===== config.mk =====
export PLATFORM = sky130hd
export DESIGN_NAME = product_accumulator
export DESIGN_NICKNAME = d
export VERILOG_FILES = /design/src/rtl/product_accumulator.sv
export SDC_FILE = /design/constraint.sdc
export NUM_CORES = 1
export LEC_CHECK = 0
export BUFFER_PORTS_ARGS = -buffer_cell sky130_fd_sc_hd__buf_2
export CORE_MARGIN = 4
export CORE_UTILIZATION = 38
export CTS_CLUSTER_SIZE = 28
export DETAILED_ROUTE_END_ITERATION = 7
export PLACE_DENSITY = 0.71
export SLEW_MARGIN = 40
export SYNTH_ARGS = -nofsm -noshare
export SYNTH_HDL_FRONTEND = slang
export SYNTH_SLANG_ARGS = --single-unit
export TNS_END_PERCENT = 20

===== constraint.sdc =====
create_clock -name clk -period 2.8 [get_ports clk]
set_clock_uncertainty 0.2 [all_clocks]
set_input_delay 0.28 -clock clk [delete_from_list [all_inputs] [get_ports clk]]
set_output_delay 0.28 -clock clk [all_outputs]
set_load 0.01 [all_outputs]

===== src/rtl/product_accumulator.sv =====
// Accumulates N_TERMS unsigned products into a saturating sum. The result
// is held behind a valid/ready handshake until downstream consumes it.
module product_accumulator #(
  parameter int unsigned N_TERMS = 4,
  parameter int unsigned ACC_W   = 8
) (
  input  logic             clk,
  input  logic             rst,
  input  logic [6:0]       prod,
  input  logic             in_valid,
  output logic             in_ready,
  input  logic             clear,
  output logic [ACC_W-1:0] acc_out,
  output logic             out_valid,
  input  logic             out_ready,
  output logic             ovf
);

  typedef enum logic [1:0] {
    StIdle = 2'd0,
    StAcc  = 2'd1,
    StDone = 2'd2
  } state_e;

  localparam logic [3:0]       NTerms  = 4'(N_TERMS);
  localparam logic [ACC_W-1:0] AccOnes = {ACC_W{1'b1}};

  state_e           state_q, state_d;
  logic [ACC_W-1:0] acc_q, acc_d;
  logic [3:0]       count_q, count_d;
  logic             ovf_q, ovf_d;

  logic [ACC_W:0]   prod_ext;
  logic [ACC_W:0]   sum;
  logic [3:0]       count_inc;
  logic             xfer;

  assign prod_ext  = (ACC_W + 1)'(prod);
  // One extra bit catches the carry that signals saturation.
  assign sum       = {1'b0, acc_q} + prod_ext;
  assign count_inc = count_q + 4'd1;

  // Handshake and output view; acc_out reads zero outside DONE.
  always_comb begin
    in_ready  = (state_q != StDone) && !clear;
    xfer      = in_valid && in_ready;
    out_valid = (state_q == StDone);
    acc_out   = (state_q == StDone) ? acc_q : '0;
    ovf       = ovf_q;
  end

  // Next-state, sum and term-count update.
  always_comb begin
    state_d = state_q;
    acc_d   = acc_q;
    count_d = count_q;
    ovf_d   = ovf_q;
    unique case (state_q)
      StIdle: begin
        if (clear) begin
          acc_d   = '0;
          count_d = '0;
          ovf_d   = 1'b0;
        end else if (xfer) begin
          acc_d   = prod_ext[ACC_W-1:0];
          count_d = 4'd1;
          ovf_d   = 1'b0;
          state_d = (NTerms == 4'd1) ? StDone : StAcc;
        end
      end
      StAcc: begin
        if (clear) begin
          acc_d   = '0;
          count_d = '0;
          ovf_d   = 1'b0;
          state_d = StIdle;
        end else if (xfer) begin
          // Once saturated, acc stays all ones because sum can only grow.
          if (sum[ACC_W]) begin
            acc_d = AccOnes;
            ovf_d = 1'b1;
          end else begin
            acc_d = sum[ACC_W-1:0];
          end
          count_d = count_inc;
          if (count_inc == NTerms) begin
            state_d = StDone;
          end
        end
      end
      StDone: begin
        // clear is ignored here; only consumption or rst drops the result.
        if (out_ready) begin
          acc_d   = '0;
          count_d = '0;
          ovf_d   = 1'b0;
          state_d = StIdle;
        end
      end
      default: begin
        acc_d   = '0;
        count_d = '0;
        ovf_d   = 1'b0;
        state_d = StIdle;
      end
    endcase
  end

  // State registers with synchronous active-high reset.
  always_ff @(posedge clk) begin
    if (rst) begin
      state_q <= StIdle;
      acc_q   <= '0;
      count_q <= '0;
      ovf_q   <= 1'b0;
    end else begin
      state_q <= state_d;
      acc_q   <= acc_d;
      count_q <= count_d;
      ovf_q   <= ovf_d;
    end
  end

endmodule


==> results of run 1 <==
cells in the mapped netlist:
cell      instances  area share, %
o211a_1           1           0.91
o21a_1            3            2.0
and2_1            8            4.5
and3b_1           3            2.4
buf_2             2           0.91
or4b_1            2            1.8
clkbuf_1          3            1.0
nor4_1            1           0.57
a211oi_1          4            2.7
nor2_4            1            1.0
o21ai_1           2           0.91
nor3_1            4            1.8
a32oi_1           1           0.80
and4b_1           1           0.91
xnor2_1           1           0.80
nand3_1           1           0.45
or2_1             1           0.57
nand2_1           8            2.7
or2_2             2            1.1
nor3b_1           1           0.68
inv_1             1           0.34
nand4_1           2            1.1
dfxtp_1          15             27
a41o_1            1           0.91
or3b_1            2            1.6
a21o_1            5            3.4
o21ai_0          16            7.3
or3_1             1           0.57
xor2_1            4            3.2
a211o_2           1           0.91
a21oi_1          11            5.0
nor2b_1           1           0.57
ha_1              9             10
fa_1              1            1.8
a31oi_1           4            2.3
nor2_1           14            4.8
worst max-delay path by stage:
stage,from,end,cells past startpoint
after floorplan,acc_q[0],acc_q[7],7
final,acc_q[0],acc_q[4],7
after global placement,prod[0],acc_q[3],8
after detailed placement,prod[0],acc_q[2],8
after CTS,acc_q[0],acc_q[2],7
after global routing,acc_q[0],acc_q[7],7
registers in the layout, indices dropped and copies added (netlist names):
| signal | cells |
|---|---|
| state_q | 2 |
| count_q | 4 |
| ovf | 1 |
| acc_q | 8 |
power groups by stage:
stage | combinational [uW] | sequential, uW | clock, uW
after floorplan | 68.6 | 230 | 0
after global placement | 86.3 | 235 | 0
after detailed placement | 88.3 | 236 | 0
after CTS | 89.3 | 231 | 136
after global routing | 100 | 232 | 142
final | 89.3 | 231 | 128
per-layer routing:
layer / vias up / share of wire (%) / track usage [%]
met5: - / 0 / 0
met4: 0 / 0.80 / 4.24
met3: 2 / 5.4 / 4.55
met2: 24 / 47 / 24.4
met1: 475 / 46 / 17.3
li1: 556 / - / -
through the flow:
step	power [uW]	cells	area, um2	hold slack [ps]
after CTS	456	190	1250	84.3
after floorplan	299	138	1100	243
after global placement	321	186	1230	253
after detailed placement	324	186	1230	267
after global routing	475	190	1250	90.1
final	448	190	1250	88.1
cells by family after synthesis:
family                   count (synthesis)  synth area share, %
AND/OR/NAND/NOR                         53                 27.3
AO/OA/AOI/OAI                           49                 27.2
flip-flops                              15                 27.3
adder cells (fa/ha/maj)                 10                 12.0
buffers and inverters                    6                 2.27
XOR/XNOR                                 5                 3.98
final cells by class:
class	instances	share of cell area (%)
Inverter	1	0.299
Tap cell	31	3.09
Clock buffer	4	2.09
Multi-Input combinational cell	117	61.8
Sequential cell	15	23.9
Timing Repair Buffer	22	8.77
cell usage in the layout (no fill, tap or decap), drive strengths merged:
cell / Yosys / final
nor2b: 1 / 1
o21ai: 18 / 18
xor2: 4 / 4
nor4: 1 / 1
or2: 3 / 3
fa: 1 / 1
or4b: 2 / 2
buf: 2 / 22
nor2: 15 / 15
and3b: 3 / 3
and4b: 1 / 1
nor3: 4 / 4
and2: 8 / 8
a211oi: 4 / 4
inv: 1 / 1
nor3b: 1 / 1
a32oi: 1 / 1
nand2: 8 / 8
ha: 9 / 9
clkbuf: 3 / 4
a21oi: 11 / 11
or3: 1 / 1
a31oi: 4 / 4
dfxtp: 15 / 15
o211a: 1 / 1
o21a: 3 / 3
xnor2: 1 / 1
a21o: 5 / 5
a41o: 1 / 1
nand3: 1 / 1
or3b: 2 / 2
nand4: 2 / 2
a211o: 1 / 1
==> summary.md, run 1 <==
| Metric | Value |
|---|---|
| Setup CP Type | `reg2reg` |
| Worst slew pin tran | `720 ps` |
| Hold path cells | `2` |
| Fill cells | `296` |
| N_diodes | `0` |
| Port buffer count | `22` |
| Multi-input gate area | `776 um2` |
| Global Route Usage Sum | `14.3%` |
| F_max | `403 MHz` |
| Post-CTS Resized | `0` |
| Power share of the sequential group | `51.6%` |
| Worst Path Buf+Inv | `0` |
| GRT overflow | `0` |
| DP HPWL | `1.89 mm` |
| Initial antenna violation count | `0` |
| Synth Register Bits | `15` |
| Distinct cell type count after synthesis | `36` |
| R2r setup slk | `~320 ps` |
| CP max stage cell | `o21ai_1` |
| Routed WL | `about 2.5 mm` |
| Initial Utilization | `39.9%` |
| Routability cong. | `0.838` |
| Cell Area, Synth | `0.00110 mm2` |
| Final #Nets | `182` |
| YS warnings | `0` |
| Reg2reg end | `acc_q[4]` |
| Fin. Hold Viols | `0` |
| Syn Inst Count | `138` |
| Avg Inst Size Synth | `7.98 um2` |
| Place WS | `around 240 ps` |
| Hold Crit Class | `in2reg` |
| FP Rows | `19` |
| Max incr delay on CP | `440 ps` |
| Clock Tree Buf Depth | `2` |
| Setup ws final | `about 320 ps` |
| Internal power | `316 uW` |
| Fin Setup TNS | `0 ps` |
| DRT antenna net count | `0` |
| Die area | `0.00382 mm2` |
| Crit path time final | `2480 ps` |
| Hold Startpoint | `rst` |
| CP Max Fanout | `7` |
| R2r startpoint | `acc_q[0]` |
| Pwr per Cell Area | `357 mW/mm2` |
| Layout cells sized above 1 | `18.2%` |
| Tcrit/Tclk final | `about nine tenths` |
| Max-slew violation count | `0` |
| Drt wl/cell | `13.1 um` |
| Drt first pass iters | `4` |
| Relative slew slack | `51.9%` |
| Post-synthesis sequential area ratio | `27.3%` |
| Switch Pwr | `132 uW` |
| Peak ir drop on the vdd network | `297 uV` |
| Critical Path RT | `2790 ps` |
| I/O pin count | `23` |
| Vias | `around 1100` |
| Synthesis-to-layout area growth | `14.0%` |
| Cell family with most CP delay | `compound AO/OA/AOI/OAI gates` |
| Run status | `finished clean` |
| Number of clock sinks | `15` |
| Worst setup SP type | `flip-flop` |
| Die height | `roughly 62 um` |
| Post-cts hold buffer count | `0` |
| Hold Path Sink | `count_q[1]` |
| Drt via density | `5.56` |
| Skew-Pair Late Insertion Delay | `~290 ps` |
| Comb power frac | `around 20%` |
| Worst-path cell chain | `ha_1 > fa_1 > a211oi_1 > nor2_1 > o21ai_1 > a31oi_1 > a21o_1` |
| Clock Tree Root | `clkbuf_4` |
| Setup bufs post-CTS | `0` |
| CTS Buf Count | `3` |
| Final core area utilization | `45.5%` |
| Worst-path clk slew | `around 90 ps` |
| Drt first-iter violations | `27` |
| R2R depth | `7` |
| Vias in the first global route | `992` |
| MaxCap Viol Count | `0` |
| Worst Setup End Kind | `flip-flop` |
| Critical path data arrival time | `2470 ps` |
| Core footprint | `0.00276 mm2` |
| Largest net degree at the start of global routing | `25` |
| First-pass GRT wire length | `approximately 4.1 mm` |
| Die W | `61.8 um` |
| TritonCTS clock tree | `built` |
| Lkg Pwr | `0.000603 uW` |
| Clock share of power | `between 20% and 30%` |
| Net Sw Frac | `approximately 30%` |
| Register area | `300 um2` |
| RSZ-0062 raised after global routing | `no` |
| Setup-failing EPs final | `0` |
| DRC | `0` |
| Net Count, Synth | `160` |
| Clock H-tree levels | `1` |
Note: power is estimated with default switching activity, not from simulation.
==> run 2, diff against run 1 <==
--- a/config.mk
+++ b/config.mk
@@ -6,7 +6,7 @@
 export NUM_CORES = 1
 export LEC_CHECK = 0
 export BUFFER_PORTS_ARGS = -buffer_cell sky130_fd_sc_hd__buf_2
-export CORE_MARGIN = 4
+export CORE_MARGIN = 2
 export CORE_UTILIZATION = 38
 export CTS_CLUSTER_SIZE = 28
 export DETAILED_ROUTE_END_ITERATION = 7
==> run 2 against run 1 <==
Compared with the run above:
- combinational power about the same
- register-to-register slack barely moved
- clock power about the same
- sequential power is essentially flat
- sequential cell count unchanged
- largest power group unchanged
- count of clock-buffer cells in the layout did not move
- die area shrank 13%
- worst setup slack gained 5.3 ps
==> summary.md, run 2 (same netlist as run 1, synthesis figures left out) <==
| Metric | Value |
|---|---|
| Max-slew violation count | `0` |
| Drt first-iter violations | `23` |
| Die height | `57.8 um` |
| Pwr per Cell Area | `358 mW/mm2` |
| Setup-failing EPs final | `0` |
| Drt first pass iters | `4` |
| R2r startpoint | `acc_q[0]` |
| Initial antenna violation count | `0` |
| Fin. Hold Viols | `0` |
| Critical Path RT | `2790 ps` |
| Post-CTS Resized | `0` |
| R2R depth | `7` |
| Tcrit/Tclk final | `88.4%` |
| Die W | `57.8 um` |
| Number of flip-flops in the largest register | `8` |
| I/O pin count | `23` |
| Synthesis-to-layout area growth | `14.0%` |
| Biggest register | `acc_q` |
| DRT antenna net count | `0` |
| Vias in the first global route | `986` |
| Skew-Pair Late Insertion Delay | `around 290 ps` |
| MaxCap Viol Count | `0` |
| Register area | `300 um2` |
| Worst Setup End Kind | `flip-flop` |
| Clock Tree Buf Depth | `2` |
| Clock Tree Root | `clkbuf_4` |
| Lkg Pwr | `0.000603 uW` |
| DP HPWL | `1.87 mm` |
| F_max | `a little over 400 MHz` |
| Worst-path cell chain | `ha_1 > fa_1 > a211oi_1 > nor2_1 > o21ai_1 > a31oi_1 > a21o_1` |
| Setup bufs post-CTS | `0` |
| Reg2reg end | `acc_q[3]` |
| Post-cts hold buffer count | `0` |
| Hold Crit Class | `in2reg` |
| CTS Buf Count | `3` |
| Biggest regs | `acc_q x8, count_q x4, state_q x2` |
| CP Max Fanout | `7` |
| Multi-input gate area | `776 um2` |
| Largest net degree at the start of global routing | `25` |
| Global Route Usage Sum | `15.9%` |
| Number of clock sinks | `15` |
| Run status | `finished clean` |
| Final core area utilization | `45.5%` |
| First-pass GRT wire length | `4.06 mm` |
| Drt via density | `roughly 5.7` |
| CP max stage cell | `fa_1` |
| R2r setup slk | `~330 ps` |
| Vias | `1083` |
| Worst-path clk slew | `90 ps` |
| Routed WL | `2.49 mm` |
| Final #Nets | `182` |
| Leading cell type in the layout, fill and taps excluded | `buf_2` |
| Worst setup SP type | `flip-flop` |
| DRC | `0` |
| Max incr delay on CP | `430 ps` |
| Initial Utilization | `39.9%` |
| Setup CP Type | `reg2reg` |
| Worst slew pin tran | `712 ps` |
| Most frequent cells in the layout | `buf_2, o21ai_0, dfxtp_1` |
| Crit path time final | `2470 ps` |
| TritonCTS clock tree | `built` |
| Die area | `0.00334 mm2` |
| CP Depth | `7` |
| Drt wl/cell | `13.1 um` |
| Routability cong. | `0.786` |
| RSZ-0062 raised after global routing | `no` |
| Clock H-tree levels | `1` |
| Peak ir drop on the vdd network | `between 200 and 250 uV` |
| Port buffer count | `22` |
| Cell family with most CP delay | `compound AO/OA/AOI/OAI gates` |
| FP Rows | `19` |
| Worst Path Buf+Inv | `0` |
| GRT overflow | `0` |
| CP startpoint | `acc_q[0]` |
| N_diodes | `0` |
| Fin Setup TNS | `0 ps` |
| Fill cells | `287` |
| Relative slew slack | `52.4%` |
| Critical path data arrival time | `2460 ps` |
| Core footprint | `around 0.0028 mm2` |
| Worst setup endpoint | `acc_q[3]` |
| Layout cells sized above 1 | `18.2%` |
## run 2: cell type report
class,instances,area share [%]
Inverter,1,0.299
Timing Repair Buffer,22,8.77
Sequential cell,15,23.9
Clock buffer,4,2.09
Multi-Input combinational cell,117,61.8
Tap cell,31,3.09
## run 2: per-layer routing
metal	part of all wire [%]	global-route usage, %
met1	45	17.5
met3	4.0	4.02
met5	0	0
met2	50	28.6
met4	0.92	6.98
## run 2: per-stage QoR
| step | worst slack [ps] | cell area (um2) | total power [uW] | instances | hold slack, ps |
|---|---|---|---|---|---|
| after CTS | 340 | 1250 | 456 | 190 | 79.2 |
| final | 325 | 1250 | 449 | 190 | 91.6 |
| after detailed placement | 256 | 1230 | 325 | 186 | 257 |
| after global routing | 196 | 1250 | 477 | 190 | 93.9 |
| after global placement | 316 | 1230 | 321 | 186 | 252 |
| after floorplan | 629 | 1100 | 299 | 138 | 243 |
## run 2: worst register-to-register path: cells and delay by family (launching register included)
kind	cells	cell delay (ps)
flops	1	330
simple gates	1	100
compound gates	4	1090
fa+ha+maj	2	650
## run 2: how the worst min path moves through the flow
stage | cells after the start | end | slack (ps) | from
final | 2 | state_q[0] | 90 | rst
after detailed placement | 1 | ovf | 260 | ovf
after global placement | 1 | ovf | 250 | ovf
after floorplan | 2 | acc_q[0] | 240 | acc_q[0]
after CTS | 2 | state_q[0] | 80 | rst
after global routing | 2 | count_q[1] | 90 | rst
## run 2: power breakdown
group	total [uW]	switching (uW)	leakage, uW	internal, uW
logic	89.3	49.4	0.000466	39.9
clock network	129	73.4	0.0000150	55.4
registers	231	10.3	0.000122	220
total	449	133	0.000603	316
==> run 3, diff against run 2 <==
--- a/config.mk
+++ b/config.mk
@@ -7,10 +7,10 @@
 export LEC_CHECK = 0
 export BUFFER_PORTS_ARGS = -buffer_cell sky130_fd_sc_hd__buf_2
 export CORE_MARGIN = 2
-export CORE_UTILIZATION = 38
+export CORE_UTILIZATION = 31
 export CTS_CLUSTER_SIZE = 28
 export DETAILED_ROUTE_END_ITERATION = 7
-export PLACE_DENSITY = 0.71
+export PLACE_DENSITY = 0.59
 export SLEW_MARGIN = 40
 export SYNTH_ARGS = -nofsm -noshare
 export SYNTH_HDL_FRONTEND = slang
==> run 3 against run 2 <==
Compared with the run above:
- critical path depth unchanged
- fmax decreased by 2.3%
- worst setup slack got worse by 58 ps
- final area increased by 1.5%
- die area increased by 21%
- count of clock-buffer cells in the layout unchanged
- largest cell class unchanged
- highest routed layer unchanged
==> summary.md, run 3 (same netlist as run 1, synthesis figures left out) <==
| Metric | Value |
|---|---|
| Run status | `finished clean` |
| Max-slew violation count | `0` |
| Number of clock sinks | `15` |
| TritonCTS clock tree | `built` |
| FP Rows | `21` |
| DP HPWL | `1.90 mm` |
| Setup bufs post-CTS | `0` |
| Worst setup SP type | `flip-flop` |
| Critical Path RT | `2800 ps` |
| Met2 global-route usage | `22.0%` |
| DRC | `0` |
| Clock H-tree levels | `1` |
| Largest net degree at the start of global routing | `25` |
| GRT overflow | `0` |
| Worst slew pin tran | `740 ps` |
| Post-cts hold buffer count | `0` |
| Lkg Pwr | `0.000603 uW` |
| Vias | `1062` |
| Fin. Hold Viols | `0` |
| Synthesis-to-layout area growth | `15.7%` |
| MaxCap Viol Count | `0` |
| Setup CP Type | `reg2reg` |
| Global route hottest layer | `met2` |
| CP Max Fanout | `7` |
| Critical path data arrival time | `around 2500 ps` |
| Vias in the first global route | `998` |
| Worst-path cell chain | `ha_1 > fa_1 > a211oi_1 > nor2_1 > o21ai_1 > a31oi_1 > a21o_1` |
| Biggest register | `acc_q` |
| Initial Utilization | `32.7%` |
| Relative slew slack | `50.5%` |
| First-pass GRT wire length | `4.31 mm` |
| Tcrit/Tclk final | `approximately nine tenths` |
| Routability cong. | `0.795` |
| Worst-path clk slew | `approximately 110 ps` |
| Crit path time final | `~2500 ps` |
| Fill cells | `378` |
| Routed WL | `2.50 mm` |
| Core footprint | `0.00336 mm2` |
| N_diodes | `0` |
| Hold Crit Class | `in2reg` |
| Met3 usage | `1.96%` |
| Number of flip-flops in the largest register | `8` |
| Die W | `63.6 um` |
| Leading cell type in the layout, fill and taps excluded | `buf_2` |
| Die height | `63.6 um` |
| Biggest regs | `acc_q x8, count_q x4, state_q x2` |
| Setup-failing EPs final | `0` |
| Die area | `0.00404 mm2` |
| Layout cells sized above 1 | `between 10% and 20%` |
| Initial antenna violation count | `0` |
| Final #Nets | `182` |
| DRT antenna net count | `0` |
| RSZ-0062 raised after global routing | `no` |
| Drt wl/cell | `12.2 um` |
| Skew-Pair Late Insertion Delay | `just under 300 ps` |
| Pwr per Cell Area | `354 mW/mm2` |
| CTS Buf Count | `3` |
| Global Route Usage Sum | `13.2%` |
| Most frequent cells in the layout | `buf_2, o21ai_0, dfxtp_1` |
| Max incr delay on CP | `460 ps` |
| F_max | `a little under 400 MHz` |
| Peak ir drop on the vdd network | `170 uV` |
| Clock Tree Buf Depth | `2` |
| Drt via density | `roughly 5.2` |
| Port buffer count | `22` |
| Worst Setup End Kind | `flip-flop` |
| Post-CTS Resized | `0` |
| CP max stage cell | `o21ai_1` |
| Total power | `451 uW` |
| Fin Setup TNS | `0 ps` |
| Drt first-iter violations | `48` |
| I/O pin count | `23` |
| Met1 Usage GRT | `around 18%` |
| Clock Tree Root | `clkbuf_4` |
| Drt first pass iters | `5` |
-- run 3: layout make-up --
type | count | area (um2) | share of cell area, %
multi-input combinational | 117 | 776 | 60.9
sequential | 15 | 300 | 23.6
clock buffer | 4 | 26.3 | 2.06
timing repair buffer | 22 | 110 | 8.64
tap | 46 | 57.6 | 4.52
inverter | 1 | 3.75 | 0.295
-- run 3: where the power goes --
group	internal [uW]	switching, uW	total [uW]
Combinational	40.3	50.3	90.5
Clock	55.3	74.5	130
Sequential	220	9.97	230
-- run 3: worst paths after layout --
check	startpoint	to	slack [ps]	cells after the start
hold / removal	rst	state_q[0]	100	2
hold reg to reg	ovf	ovf	280	1
setup / recovery	acc_q[0]	acc_q[4]	270	7
setup reg to reg	acc_q[0]	acc_q[4]	270	7
-- run 3: metal layers --
metal  part of all wire (%)  routed length [um]
met1                     49                1230
met2                     45                1130
met3                    4.1                 103
met4                    1.4                  34
met5                      0                   0
-- run 3: worst max-delay path, delay by kind of cell (launching register included) --
| kind | cells | cell delay, ps |
|---|---|---|
| AOI/OAI and AO/OA | 4 | 1140 |
| adders and majority gates | 2 | 650 |
| DFF | 1 | 340 |
| and+or+nand+nor | 1 | 110 |
-- run 3: through the flow --
stage / utilization [%] / setup WS (ps) / cells / hold slack, ps / area (um2)
after floorplan: - / 629 / 138 / 243 / 1100
after global placement: 37.1 / 302 / 201 / 259 / 1250
after detailed placement: 37.1 / 201 / 201 / 276 / 1250
after CTS: 37.9 / 279 / 205 / 94.9 / 1270
after global routing: 37.9 / 125 / 205 / 100 / 1270
final: 37.9 / 267 / 205 / 97.0 / 1270
